<file path="config.mk">
export PLATFORM = sky130hd
export DESIGN_NAME = vending_machine_mc
export DESIGN_NICKNAME = d
export VERILOG_FILES = /design/src/rtl/vending_machine_mc.sv
export SDC_FILE = /design/constraint.sdc
export NUM_CORES = 1
export LEC_CHECK = 0
export CAP_MARGIN = 5
export CORE_MARGIN = 1.5
export CORE_UTILIZATION = 60
export CTS_CLUSTER_SIZE = 24
export DETAILED_ROUTE_END_ITERATION = 12
export PLACE_DENSITY = 0.81
export SKIP_CTS_REPAIR_TIMING = 1
export SLEW_MARGIN = 30
export SYNTH_ARGS = -nofsm -noshare
export SYNTH_HDL_FRONTEND = slang
export SYNTH_SLANG_ARGS = --single-unit
</file>
<file path="constraint.sdc">
create_clock -name clk -period 5.95 [get_ports clk]
set_input_delay 1.19 -clock clk [delete_from_list [all_inputs] [get_ports clk]]
set_output_delay 1.19 -clock clk [all_outputs]
set_load 0.01 [all_outputs]
</file>
<file path="src/rtl/vending_machine_mc.sv">
`default_nettype none
// ============================================================================
//  Module   : vending_machine_mc
//  Brief    : Multi-product vending controller with accumulated credit,
//             cancel/refund, runtime price/stock config and chunked change.
//             Optional macro VEND_TIMEOUT_EN adds an idle-credit auto refund.
//  Revision : 1.0 - initial release
// ============================================================================
module vending_machine_mc #(
    parameter int NUM_PRODUCTS   = 6,
    parameter int COIN_W         = 4,
    parameter int CREDIT_W       = 8,
    parameter int STOCK_W        = 4,
    parameter int INIT_STOCK     = 4,
    parameter int CHANGE_MAX     = 10,
    parameter int TIMEOUT_CYCLES = 1000,
    localparam int PW            = (NUM_PRODUCTS > 2) ? $clog2(NUM_PRODUCTS) : 1
) (
    input  logic                clk,
    input  logic                reset_n,
    input  logic                coin_valid,
    input  logic [COIN_W-1:0]   coin_value,
    input  logic                sel_valid,
    input  logic [PW-1:0]       sel_code,
    input  logic                cancel,
    input  logic                cfg_we,
    input  logic                cfg_is_price,
    input  logic [PW-1:0]       cfg_idx,
    input  logic [CREDIT_W-1:0] cfg_data,
    output logic                dispense,
    output logic [PW-1:0]       dispense_code,
    output logic                change_valid,
    output logic [CREDIT_W-1:0] change_amount,
    output logic [CREDIT_W-1:0] credit,
    output logic                out_of_stock,
    output logic                insufficient,
    output logic                coin_reject,
    output logic                busy
);

    typedef enum logic [1:0] {
        S_IDLE   = 2'd0,
        S_CREDIT = 2'd1,
        S_VEND   = 2'd2,
        S_CHANGE = 2'd3
    } state_t;

    localparam logic [CREDIT_W-1:0] c_chg_max = CREDIT_W'(CHANGE_MAX);

    state_t              r_state;
    state_t              w_state_nxt;
    logic [CREDIT_W-1:0] r_credit;
    logic [CREDIT_W-1:0] w_credit_nxt;
    logic [PW-1:0]       r_vend_idx;
    logic [PW-1:0]       w_vend_idx_nxt;
    logic [CREDIT_W-1:0] r_vend_price;
    logic [CREDIT_W-1:0] w_vend_price_nxt;
    logic                r_dispense;
    logic                w_dispense_nxt;
    logic                r_oos;
    logic                w_oos_nxt;
    logic                r_insuf;
    logic                w_insuf_nxt;
    logic                r_coin_rej;
    logic                w_coin_rej_nxt;
    logic                w_stock_dec;

    logic [STOCK_W-1:0]  r_stock [NUM_PRODUCTS];
    logic [CREDIT_W-1:0] r_price [NUM_PRODUCTS];

    logic                w_sel_ok;
    logic [PW-1:0]       w_sel_idx;
    logic [CREDIT_W-1:0] w_sel_price;
    logic                w_sel_avail;
    logic                w_sel_go;
    logic                w_cfg_wr;
    logic [CREDIT_W:0]   w_coin_sum;
    logic [CREDIT_W-1:0] w_chg_amt;
    logic                w_timeout;

    // Out-of-range selections are redirected to slot 0 so the arrays are never
    // indexed past their end; w_sel_ok masks the result.
    assign w_sel_ok    = (32'(sel_code) < NUM_PRODUCTS);
    assign w_sel_idx   = w_sel_ok ? sel_code : '0;
    assign w_sel_price = r_price[w_sel_idx];
    assign w_sel_avail = w_sel_ok && (r_stock[w_sel_idx] != '0);
    assign w_sel_go    = sel_valid && w_sel_avail && (r_credit >= w_sel_price);
    assign w_cfg_wr    = cfg_we && (r_state == S_IDLE) && (32'(cfg_idx) < NUM_PRODUCTS);
    assign w_coin_sum  = {1'b0, r_credit} + (CREDIT_W+1)'(coin_value);
    assign w_chg_amt   = (r_credit < c_chg_max) ? r_credit : c_chg_max;

`ifdef VEND_TIMEOUT_EN
    localparam int TW = $clog2(TIMEOUT_CYCLES + 1);

    logic [TW-1:0] r_to_cnt;
    logic          w_to_idle;

    assign w_to_idle = (r_state == S_CREDIT) && !coin_valid && !sel_valid;
    assign w_timeout = w_to_idle && (r_to_cnt == TW'(TIMEOUT_CYCLES - 1));

    always_ff @(posedge clk or negedge reset_n) begin
        if (!reset_n) begin
            r_to_cnt <= '0;
        end else if (!w_to_idle || w_timeout) begin
            r_to_cnt <= '0;
        end else begin
            r_to_cnt <= r_to_cnt + 1'b1;
        end
    end
`else
    assign w_timeout = 1'b0;
`endif

    always_comb begin
        w_state_nxt      = r_state;
        w_credit_nxt     = r_credit;
        w_vend_idx_nxt   = r_vend_idx;
        w_vend_price_nxt = r_vend_price;
        w_dispense_nxt   = 1'b0;
        w_oos_nxt        = 1'b0;
        w_insuf_nxt      = 1'b0;
        w_coin_rej_nxt   = 1'b0;
        w_stock_dec      = 1'b0;
        case (r_state)
            S_IDLE, S_CREDIT: begin
                if ((cancel || w_timeout) && (r_credit != '0)) begin
                    w_state_nxt    = S_CHANGE;
                    w_coin_rej_nxt = coin_valid;
                end else if (w_sel_go) begin
                    // Price is captured now so a same-cycle config write
                    // cannot change what this vend costs.
                    w_state_nxt      = S_VEND;
                    w_dispense_nxt   = 1'b1;
                    w_vend_idx_nxt   = sel_code;
                    w_vend_price_nxt = w_sel_price;
                    w_coin_rej_nxt   = coin_valid;
                end else begin
                    if (sel_valid) begin
                        w_oos_nxt   = !w_sel_avail;
                        w_insuf_nxt = w_sel_avail;
                    end
                    if (coin_valid) begin
                        if (w_coin_sum[CREDIT_W]) begin
                            w_coin_rej_nxt = 1'b1;
                        end else begin
                            w_credit_nxt = w_coin_sum[CREDIT_W-1:0];
                            w_state_nxt  = (w_coin_sum == '0) ? S_IDLE : S_CREDIT;
                        end
                    end
                end
            end
            S_VEND: begin
                w_credit_nxt   = r_credit - r_vend_price;
                w_stock_dec    = 1'b1;
                w_state_nxt    = (r_credit != r_vend_price) ? S_CHANGE : S_IDLE;
                w_coin_rej_nxt = coin_valid;
            end
            S_CHANGE: begin
                w_credit_nxt   = r_credit - w_chg_amt;
                w_state_nxt    = (r_credit == w_chg_amt) ? S_IDLE : S_CHANGE;
                w_coin_rej_nxt = coin_valid;
            end
            default: begin
                w_state_nxt = S_IDLE;
            end
        endcase
    end

    always_ff @(posedge clk or negedge reset_n) begin
        if (!reset_n) begin
            r_state      <= S_IDLE;
            r_credit     <= '0;
            r_vend_idx   <= '0;
            r_vend_price <= '0;
            r_dispense   <= 1'b0;
            r_oos        <= 1'b0;
            r_insuf      <= 1'b0;
            r_coin_rej   <= 1'b0;
        end else begin
            r_state      <= w_state_nxt;
            r_credit     <= w_credit_nxt;
            r_vend_idx   <= w_vend_idx_nxt;
            r_vend_price <= w_vend_price_nxt;
            r_dispense   <= w_dispense_nxt;
            r_oos        <= w_oos_nxt;
            r_insuf      <= w_insuf_nxt;
            r_coin_rej   <= w_coin_rej_nxt;
        end
    end

    // Config writes only happen in IDLE and decrements only in VEND, so the
    // two update paths never collide on the same edge.
    always_ff @(posedge clk or negedge reset_n) begin
        if (!reset_n) begin
            for (int i = 0; i < NUM_PRODUCTS; i++) begin
                r_stock[i] <= STOCK_W'(INIT_STOCK);
                r_price[i] <= CREDIT_W'(5 * ((i % 3) + 1));
            end
        end else begin
            for (int i = 0; i < NUM_PRODUCTS; i++) begin
                if (w_cfg_wr && (cfg_idx == PW'(i))) begin
                    if (cfg_is_price) begin
                        r_price[i] <= cfg_data;
                    end else begin
                        r_stock[i] <= cfg_data[STOCK_W-1:0];
                    end
                end else if (w_stock_dec && (r_vend_idx == PW'(i)) && (r_stock[i] != '0)) begin
                    r_stock[i] <= r_stock[i] - 1'b1;
                end
            end
        end
    end

    assign dispense      = r_dispense;
    assign dispense_code = r_dispense ? r_vend_idx : '0;
    assign change_valid  = (r_state == S_CHANGE);
    assign change_amount = (r_state == S_CHANGE) ? w_chg_amt : '0;
    assign credit        = r_credit;
    assign out_of_stock  = r_oos;
    assign insufficient  = r_insuf;
    assign coin_reject   = r_coin_rej;
    assign busy          = (r_state == S_VEND) || (r_state == S_CHANGE);

endmodule
`default_nettype wire
</file>
Word-level counts from Yosys, hierarchy flattened

Index checks and enable logic that the tools add are counted.
W data, S select, Z words.

Register bits after elaboration: 97
Output and inout bits: 25
Logic and storage cells: 177

Bitwise gates (word level): 2
Equal/unequal tests: 27
Magnitude comparators: 5
Add/subtract/negate cells: 9
Muxes and demuxes: 53
Reductions and logical operators: 61

Operators with widths:

| operator              | number |
|---|---|
| $mux W8               | 8 |
| $mux W4               | 15 |
| $reduce_bool A4 Y1    | 7 |
| $reduce_and A2 Y1     | 13 |
| $bmux W8 S3           | 1 |
| $logic_and A1 B1 Y1   | 24 |
| $pmux W8 S3           | 1 |
| $sub A4 B1 Y4 const B | 6 |
| $ne A2 B2 Y1 const B  | 10 |
| $mux W1               | 17 |
| $sub A8 B8 Y8         | 2 |
| $bmux W4 S3           | 1 |
| $eq A3 B2 Y1 const B  | 4 |
| $eq A3 B3 Y1 const B  | 4 |
| $mux W2               | 6 |
| $reduce_bool A2 Y1    | 6 |
| $add A8 B4 Y9         | 1 |
| $logic_not A9 Y1      | 1 |
| $eq A8 B8 Y1          | 1 |
| $ge A8 B8 Y1          | 1 |
| $lt A8 B4 Y1 const B  | 1 |
| $ne A4 B4 Y1 const B  | 2 |
| $ne A8 B8 Y1          | 1 |
| $reduce_bool A8 Y1    | 1 |
| other kinds (17)      | 23 |

Depth between registers and ports, before layout

Gate-level depths: netlist of run 1.

Depth in word-level cells: 13
Gate-level depth with buffers: 13

Least setup slack after synthesis of run 1

OpenSTA, ideal clock, no wires.

Kind: input-to-reg
Start point: input port sel_code[1]
End point: register r_credit[6] (netlist: credit[6])
Cell stages on the path: 13
Path buffers: 3
Setup slack: 1776 ps
Arrival time: 4053 ps
Required time: 5828 ps
Setup time: 122 ps
Path through: buf_2 clkbuf_1 clkbuf_1 nand2_1 o211ai_1 o21ai_0 ha_1 a211oi_1 o21ai_0 a211oi_2 a2111oi_4 or3_4 a32o_1

Cells in the longest elaborated chain, start to end: 12
Elaborated cells between the ends (all ways): 16
Those cells by class: 2 x order compare; 1 x eq/ne; 7 x mux; 1 x bitwise; 5 x reduce/logical

RTL lines:

| element                                              | line | text |
|---|---|---|
| start, declared                                      | 24   | `input logic [PW-1:0] sel_code,` |
| branches (longest 9 deep; another with $ge A8 B8 Y1) | --   |  |
| $logic_and A1 B1 Y1 (*)                              | 87   | `assign w_sel_go = sel_valid && w_sel_avail && (r_credit >= w_sel_price);` |
| $ne A2 B2 Y1 (no source line) (*)                    | --   |  |
| $reduce_and A4 Y1 (no source line) (*)               | --   |  |
| end signal, assigned                                 | 181  | `r_credit <= w_credit_nxt;` |
| end, declared                                        | 52   | `logic [CREDIT_W-1:0] r_credit;` |

Mark *: on every way between the ends. The select of a mux whose other input is x is not followed.
A chain may end at the register's enable or synchronous reset.

Worst setup path after layout of run 1

Start point: input port sel_code[1]
End point: register r_credit[1] (netlist: credit[1])

Same word-level chain as after synthesis.

==> results of run 1 <==
## layout by cell type, fill, tap and decap left out, drive strengths merged, types with 4 or more instances in the layout
cell	count
o311ai	4
nand3	18
dfrtp	75
nor3	18
nand2b	17
a211oi	10
conb	5
o21a	4
clkbuf	10
a31oi	6
nand4	5
buf	4
o21ai	52
o211ai	8
inv	37
nor3b	10
and3	7
dfstp	22
mux2i	28
o22ai	4
ha	26
nor2	43
a21oi	32
nor4	8
xnor2	5
nor2b	6
and2	4
mux4	7
mux2	59
clkdlybuf4s50	44
nand2	32
## cell type report
class | instances | area, sq um | share of cell area
Tap cell | 133 | 166 | 0.0241
Sequential cell | 97 | 2450 | 0.355
Clock inverter | 6 | 57.6 | 0.00832
Clock buffer | 10 | 138 | 0.0199
Timing Repair Buffer | 48 | 474 | 0.0686
Inverter | 34 | 128 | 0.0185
Multi-Input combinational cell | 463 | 3500 | 0.506
## routing by layer
| layer | GRT usage | vias up | wire length, microns | share of wire |
|---|---|---|---|---|
| li1 | - | 2343 | - | - |
| met1 | 0.383 | 2444 | 6280 | 0.42 |
| met2 | 0.459 | 229 | 7210 | 0.48 |
| met3 | 0.0574 | 34 | 1110 | 0.074 |
| met4 | 0.0949 | 0 | 296 | 0.020 |
| met5 | 0 | - | 0 | 0 |
## final timing paths
| check | depth (start not counted) | slack, ns | endpoint |
|---|---|---|---|
| setup / recovery | 11 | 1.37 | credit[1]$_DFFE_PN0P_ |
| hold / removal | 1 | 0.51 | r_price[29]$_DFFE_PN0P_ |
| setup reg to reg | 7 | 2.53 | r_state[0]$_DFFE_PN0P_ |
| hold reg to reg | 1 | 0.51 | r_price[29]$_DFFE_PN0P_ |
| max in group asynchronous | 2 | 4.29 | r_vend_price[1]$_DFFE_PN0P_ |
| min in group asynchronous | 1 | 0.71 | credit[4]$_DFFE_PN0P_ |
## stage by stage
stage	hold slack [ns]	power (mW)	setup WS [ns]	cells
2_1_floorplan	0.474	2.11	1.78	625
3_3_place_gp	0.483	2.48	1.12	775
3_5_place_dp	0.492	2.55	0.982	775
4_1_cts	0.514	2.98	1.38	791
5_1_grt	0.531	3.22	1.10	791
6_report	0.513	2.99	1.37	791
## kinds of logic after synthesis
kind of cell | synth area share
simple gates | 0.155
other cells | 0.00121
compound gates | 0.156
fa+ha+maj | 0.0588
mux | 0.179
xor+xnor | 0.0113
flops | 0.395
buf+inv | 0.0439
## worst max-delay path, delay by kind of cell
family | cells | cell delay [ns]
buffers and inverters | 2 | 1.14
AOI/OAI and AO/OA | 3 | 0.91
and+or+nand+nor | 2 | 0.15
muxes | 3 | 1.14
adders and majority gates | 1 | 0.29
## registers in the layout, summed over array words and instances (netlist names)
| name | cells |
|---|---|
| dispense | 1 |
| r_stock | 24 |
| out_of_stock | 1 |
| r_price | 48 |
| coin_reject | 1 |
| r_state | 2 |
| credit | 8 |
| insufficient | 1 |
| r_vend_price | 8 |
| r_vend_idx | 3 |
## report_power, final
part           internal, mW  leakage, nW  switching (mW)
Clock                 0.173        0.101           0.252
Combinational         0.677         1.73           0.745
Sequential            0.866         1.18           0.280
==> impl_results.md, run 1 <==
- Distinct cells, synth: 73
- Nets: 706
- Vias/cell: 6.38
- Setup crit end kind: flop
- 1st-iter DRT viols: 356
- Worst min-delay path class: flop to flop
- Crit share post-route: 0.770
- Async S/R FF share, synth: 1.00
- Yosys top cell by area: dfrtp_1
- Slowest stage cell, crit path: clkdlybuf4s50_1
- Worst-path clk slew: 0.10 ns
- Required @ worst endpoint: 6.22 ns
- Design Area, Final: 6920 sq um
- Num CTS Buffers: 9
- Wire per inst: 18.8 microns
- GPL Wtd Cong: 0.931
- Critical Path Start Type: input pin
- Maximum fanout along the worst path: 17
- RR Startpoint: credit[3]$_DFFE_PN0P_
- Synth warn: 0
- Least-Margin Pin Slew: 0.918 ns
- H-tree depth: 3
- Min-delay src: r_price[29]$_DFFE_PN0P_
- Vias in the first global route: 4977
- Max-cap violations: 0
- Clk root buf: clkbuf_8
- CP dominant cell by count: nor2_1
- Post-synthesis sequential area ratio: 0.395
- Pin count of the biggest net entering global routing: 73
- Top-area cell type share of the netlist area: 0.302
- Leak: 3.01 nW
- Count of final max-slew check failures: 0
- Initial Utilization: 0.627
- # IOs: 50
- Final min period: 4.58 ns
- Detailed placement HPWL: 10.8 mm
- Die area: 11000 sq um
- Count of state elements after synthesis: 97
- Clock Path Buffers: 2
- Cell with the most instances after synthesis: dfrtp_1
- Syn Inst Count: 622
- # fillers: 736
- Crit Path Category: input pin to flop
- TritonCTS clock tree: built
- Post-DP Area: 6720 sq um
- CP Cell Sequence: clkdlybuf4s50_1 -> buf_4 -> mux4_2 -> mux2i_1 -> ha_1 -> nor2_1 -> nor2_1 -> a211oi_2 -> a2111oi_4 -> o21ai_1 -> mux2_2
- Detailed-route DRC error count: 0
- Layout cells sized above 1: 0.187
- Initial antenna violation count: 0
- Post-synth EDFFs: 0
- Post-synth top cells: dfrtp_1, mux2_2, o21ai_0
- Core Region: 9910 sq um
- Area added between synthesis and finish: 11.3%
- Grt ovf: 0
- Final Hold Fails: 0
- Syn avg cell area: 9.99 sq um
- Top cells by area, synth: dfrtp_1, mux2_2, dfstp_2, ha_1, mux2i_1
- Port Buf Inserts: 45
- Slew headroom: 0.383
- Die width: 105 microns
- Status: completed
- Routed vias: 5050
- Worst Setup SP: sel_code[1]
- Final core occ: 0.698
- Pre-Repair DR Iteration Count: 5
- GRT Total Usage: 0.284
- Setup TNS: 0 ns
- Clock Skews: 0.0107 ns
- CP Data Arrival Time: 4.85 ns
- Ant. Diodes: 0
- Maximum vdd drop: 0.200 mV
- Worst skew pair latency: 0.37 ns
- Pwr/cell area: 433 nW/um^2
- Worst stage delay on the critical path: 0.82 ns
- WL final: 14.9 mm
- Max frequency: 0.218 GHz
- Standard-cell rows: 36
- Most used DFF post-synth: dfrtp_1
- Unrepaired setup endpoints after global routing: no
- Detail Route Antenna Nets: 0
- First-pass GRT wire length: 24.8 mm
- Die Ht: 105 microns
- Netlist Area Pre-Place: 6210 sq um
- Setup violators final: 0
- CTS sink count: 97
(Power assumes the default switching activity.)
==> run 2, diff against run 1 <==
Settings changed: CORE_UTILIZATION 60 to 59, PLACE_DENSITY 0.81 to 0.8.
Clock period 5.95 ns to 4.56 ns, I/O delays scaled along.
==> run 2 against run 1 <==
- global-route usage is 0.37 points higher
- setup slack got worse by 0.73 ns
- sequential cell count unchanged
- clock skew rose by 0.0012 ns
- via count grew 0.75%
- first-iteration DRC count down 1.1%
- sequential share of layout area is 0.44 points lower
- register-to-register slack got worse by 1.1 ns
- largest cell class unchanged
- largest power group unchanged
- highest routed layer unchanged
==> impl_results.md, run 2 (synthesis gave the netlist of run 1 again) <==
- Status: completed
- Setup TNS: 0 ns
- Biggest regs: r_price x48, r_stock x24
- Max-cap violations: 0
- Least-Margin Pin Slew: 0.782 ns
- GPL Wtd Cong: 0.917
- Grt ovf: 0
- Detail Route Antenna Nets: 0
- Vias/cell: 6.35
- # IOs: 50
- Max frequency: 0.255 GHz
- Worst-path clk slew: 0.10 ns
- Leak: 3.06 nW
- Register area: 2450 sq um
- Post-DP Area: 6790 sq um
- Required @ worst endpoint: 4.82 ns
- Detailed placement HPWL: 11.0 mm
- 1st-iter DRT viols: 352
- Standard-cell rows: 37
- Total area of multi-input combinational cells: 3500 sq um
- Most common library cell in the layout ignoring fill and taps: dfrtp_1
- Worst min-delay path class: input pin to async pin
- Area added between synthesis and finish: 12.7%
- TritonCTS clock tree: built
- Most frequent cells in the layout: dfrtp_1, mux2_2, o21ai_0
- Num CTS Buffers: 9
- Vias in the first global route: 5148
- Reg power frac: 0.379
- Final min period: 3.92 ns
- Top reg by flops: r_price
- Clock Path Buffers: 2
- Pre-Repair DR Iteration Count: 5
- Routed vias: 5088
- Setup violators final: 0
- Layout cells sized above 1: 0.195
- Critical Path Start Type: input pin
- CP Data Arrival Time: 4.18 ns
- Final Hold Fails: 0
- Die area: 11200 sq um
- GRT Total Usage: 0.288
- Switching Share: 0.420
- Setup crit end kind: flop
- Die width: 106 microns
- Wire per inst: 18.9 microns
- Ant. Diodes: 0
- Worst skew pair latency: 0.38 ns
- H-tree depth: 3
- Combinational cell fraction of total power: 0.472
- Pint: 2.30 mW
- Pwr/cell area: 567 nW/um^2
- Core Region: 10300 sq um
- Detailed-route DRC error count: 0
- Clk root buf: clkbuf_8
- CTS sink count: 97
- Unrepaired setup endpoints after global routing: no
- Pin count of the biggest net entering global routing: 74
- Initial antenna violation count: 0
- Final Power: 3.97 mW
- Initial Utilization: 0.605
- Clock Skews: 0.0119 ns
- Die Ht: 106 microns
- Nets: 713
- Crit share post-route: 0.859
- Count of final max-slew check failures: 0
- Maximum fanout along the worst path: 8
- Crit Path Category: input pin to flop
- Port Buf Inserts: 45
- R2R depth: 10
- # fillers: 811
- NetSw: 1.67 mW
- Max FFs per register: 48
- Slew headroom: 0.465
- WL final: 15.2 mm
- Design Area, Final: 7000 sq um
- Maximum vdd drop: 0.363 mV
- Final core occ: 0.681
- First-pass GRT wire length: 25.3 mm
- Power share of the clock group: 0.150
- Final Hold Slack: 0.513 ns
run 2: cell count changes in the layout (fill, tap and decap cells not counted):
cell,change
buf_4,+6
clkinv_4,-2
buf_12,+1
bufinv_16,+1
clkbuf_8,-1
clkinv_2,+1
clkinv_8,+1
inv_6,+1
inv_8,-1
run 2: layer usage:
| layer | track usage | share of wire | vias to the layer above | wire [microns] |
|---|---|---|---|---|
| met5 | 0 | 0 | - | 0 |
| met4 | 0.109 | 0.026 | 0 | 391 |
| met3 | 0.0600 | 0.060 | 41 | 915 |
| met2 | 0.480 | 0.48 | 190 | 7360 |
| met1 | 0.371 | 0.43 | 2500 | 6510 |
| li1 | - | - | 2357 | - |
run 2: power by group through the flow:
stage / clock, mW / sequential (mW) / combinational, mW
3_3_place_gp: 0 / 1.49 / 1.79
3_5_place_dp: 0 / 1.51 / 1.85
2_1_floorplan: 0 / 1.34 / 1.41
6_report: 0.595 / 1.50 / 1.87
4_1_cts: 0.607 / 1.49 / 1.86
5_1_grt: 0.641 / 1.55 / 2.08
run 2: cell type report:
type,instances,area share
Clock inverter,7,0.0127
Multi-Input combinational cell,463,0.499
Tap cell,136,0.0243
Clock buffer,9,0.0177
Sequential cell,97,0.351
Inverter,34,0.0182
Timing Repair Buffer,55,0.0770
run 2: worst paths after layout:
path | startpoint | to | slack, ns
worst max-delay path | sel_code[1] | credit[0]$_DFFE_PN0P_ | 0.64
worst min-delay path | reset_n | r_price[20]$_DFFE_PN0P_ | 0.51
worst max register to register | r_price[34]$_DFFE_PN0P_ | credit[0]$_DFFE_PN0P_ | 1.46
worst min register to register | r_price[14]$_DFFE_PN0P_ | r_price[14]$_DFFE_PN0P_ | 0.52
max in group asynchronous | reset_n | r_stock[14]$_DFFE_PN1P_ | 3.16
min in group clk | r_price[14]$_DFFE_PN0P_ | r_price[14]$_DFFE_PN0P_ | 0.52
run 2: metrics by stage:
| stage | worst slack, ns | instances |
|---|---|---|
| final | 0.641 | 801 |
| after global routing | 0.482 | 801 |
| after CTS | 0.652 | 801 |
| after detailed placement | 0.263 | 785 |
| after global placement | 0.335 | 785 |
| after floorplan | 0.664 | 625 |
run 2: worst max-delay path, stage by stage:
cell and delay (ns):
clkdlybuf4s50_1 0.60, mux4_2 0.52, o21ai_0 0.26, ha_1 0.30, a211oi_1 0.23, o21ai_0 0.14, a211oi_2 0.23, buf_4 0.18
a2111oi_4 0.06, o21ai_1 0.35, mux2_2 0.38
==> run 3, diff against run 2 <==
Settings changed: TNS_END_PERCENT set to 20.
==> results of run 3 <==
The final DEF is identical to that of run 2; final timing and power are the same.
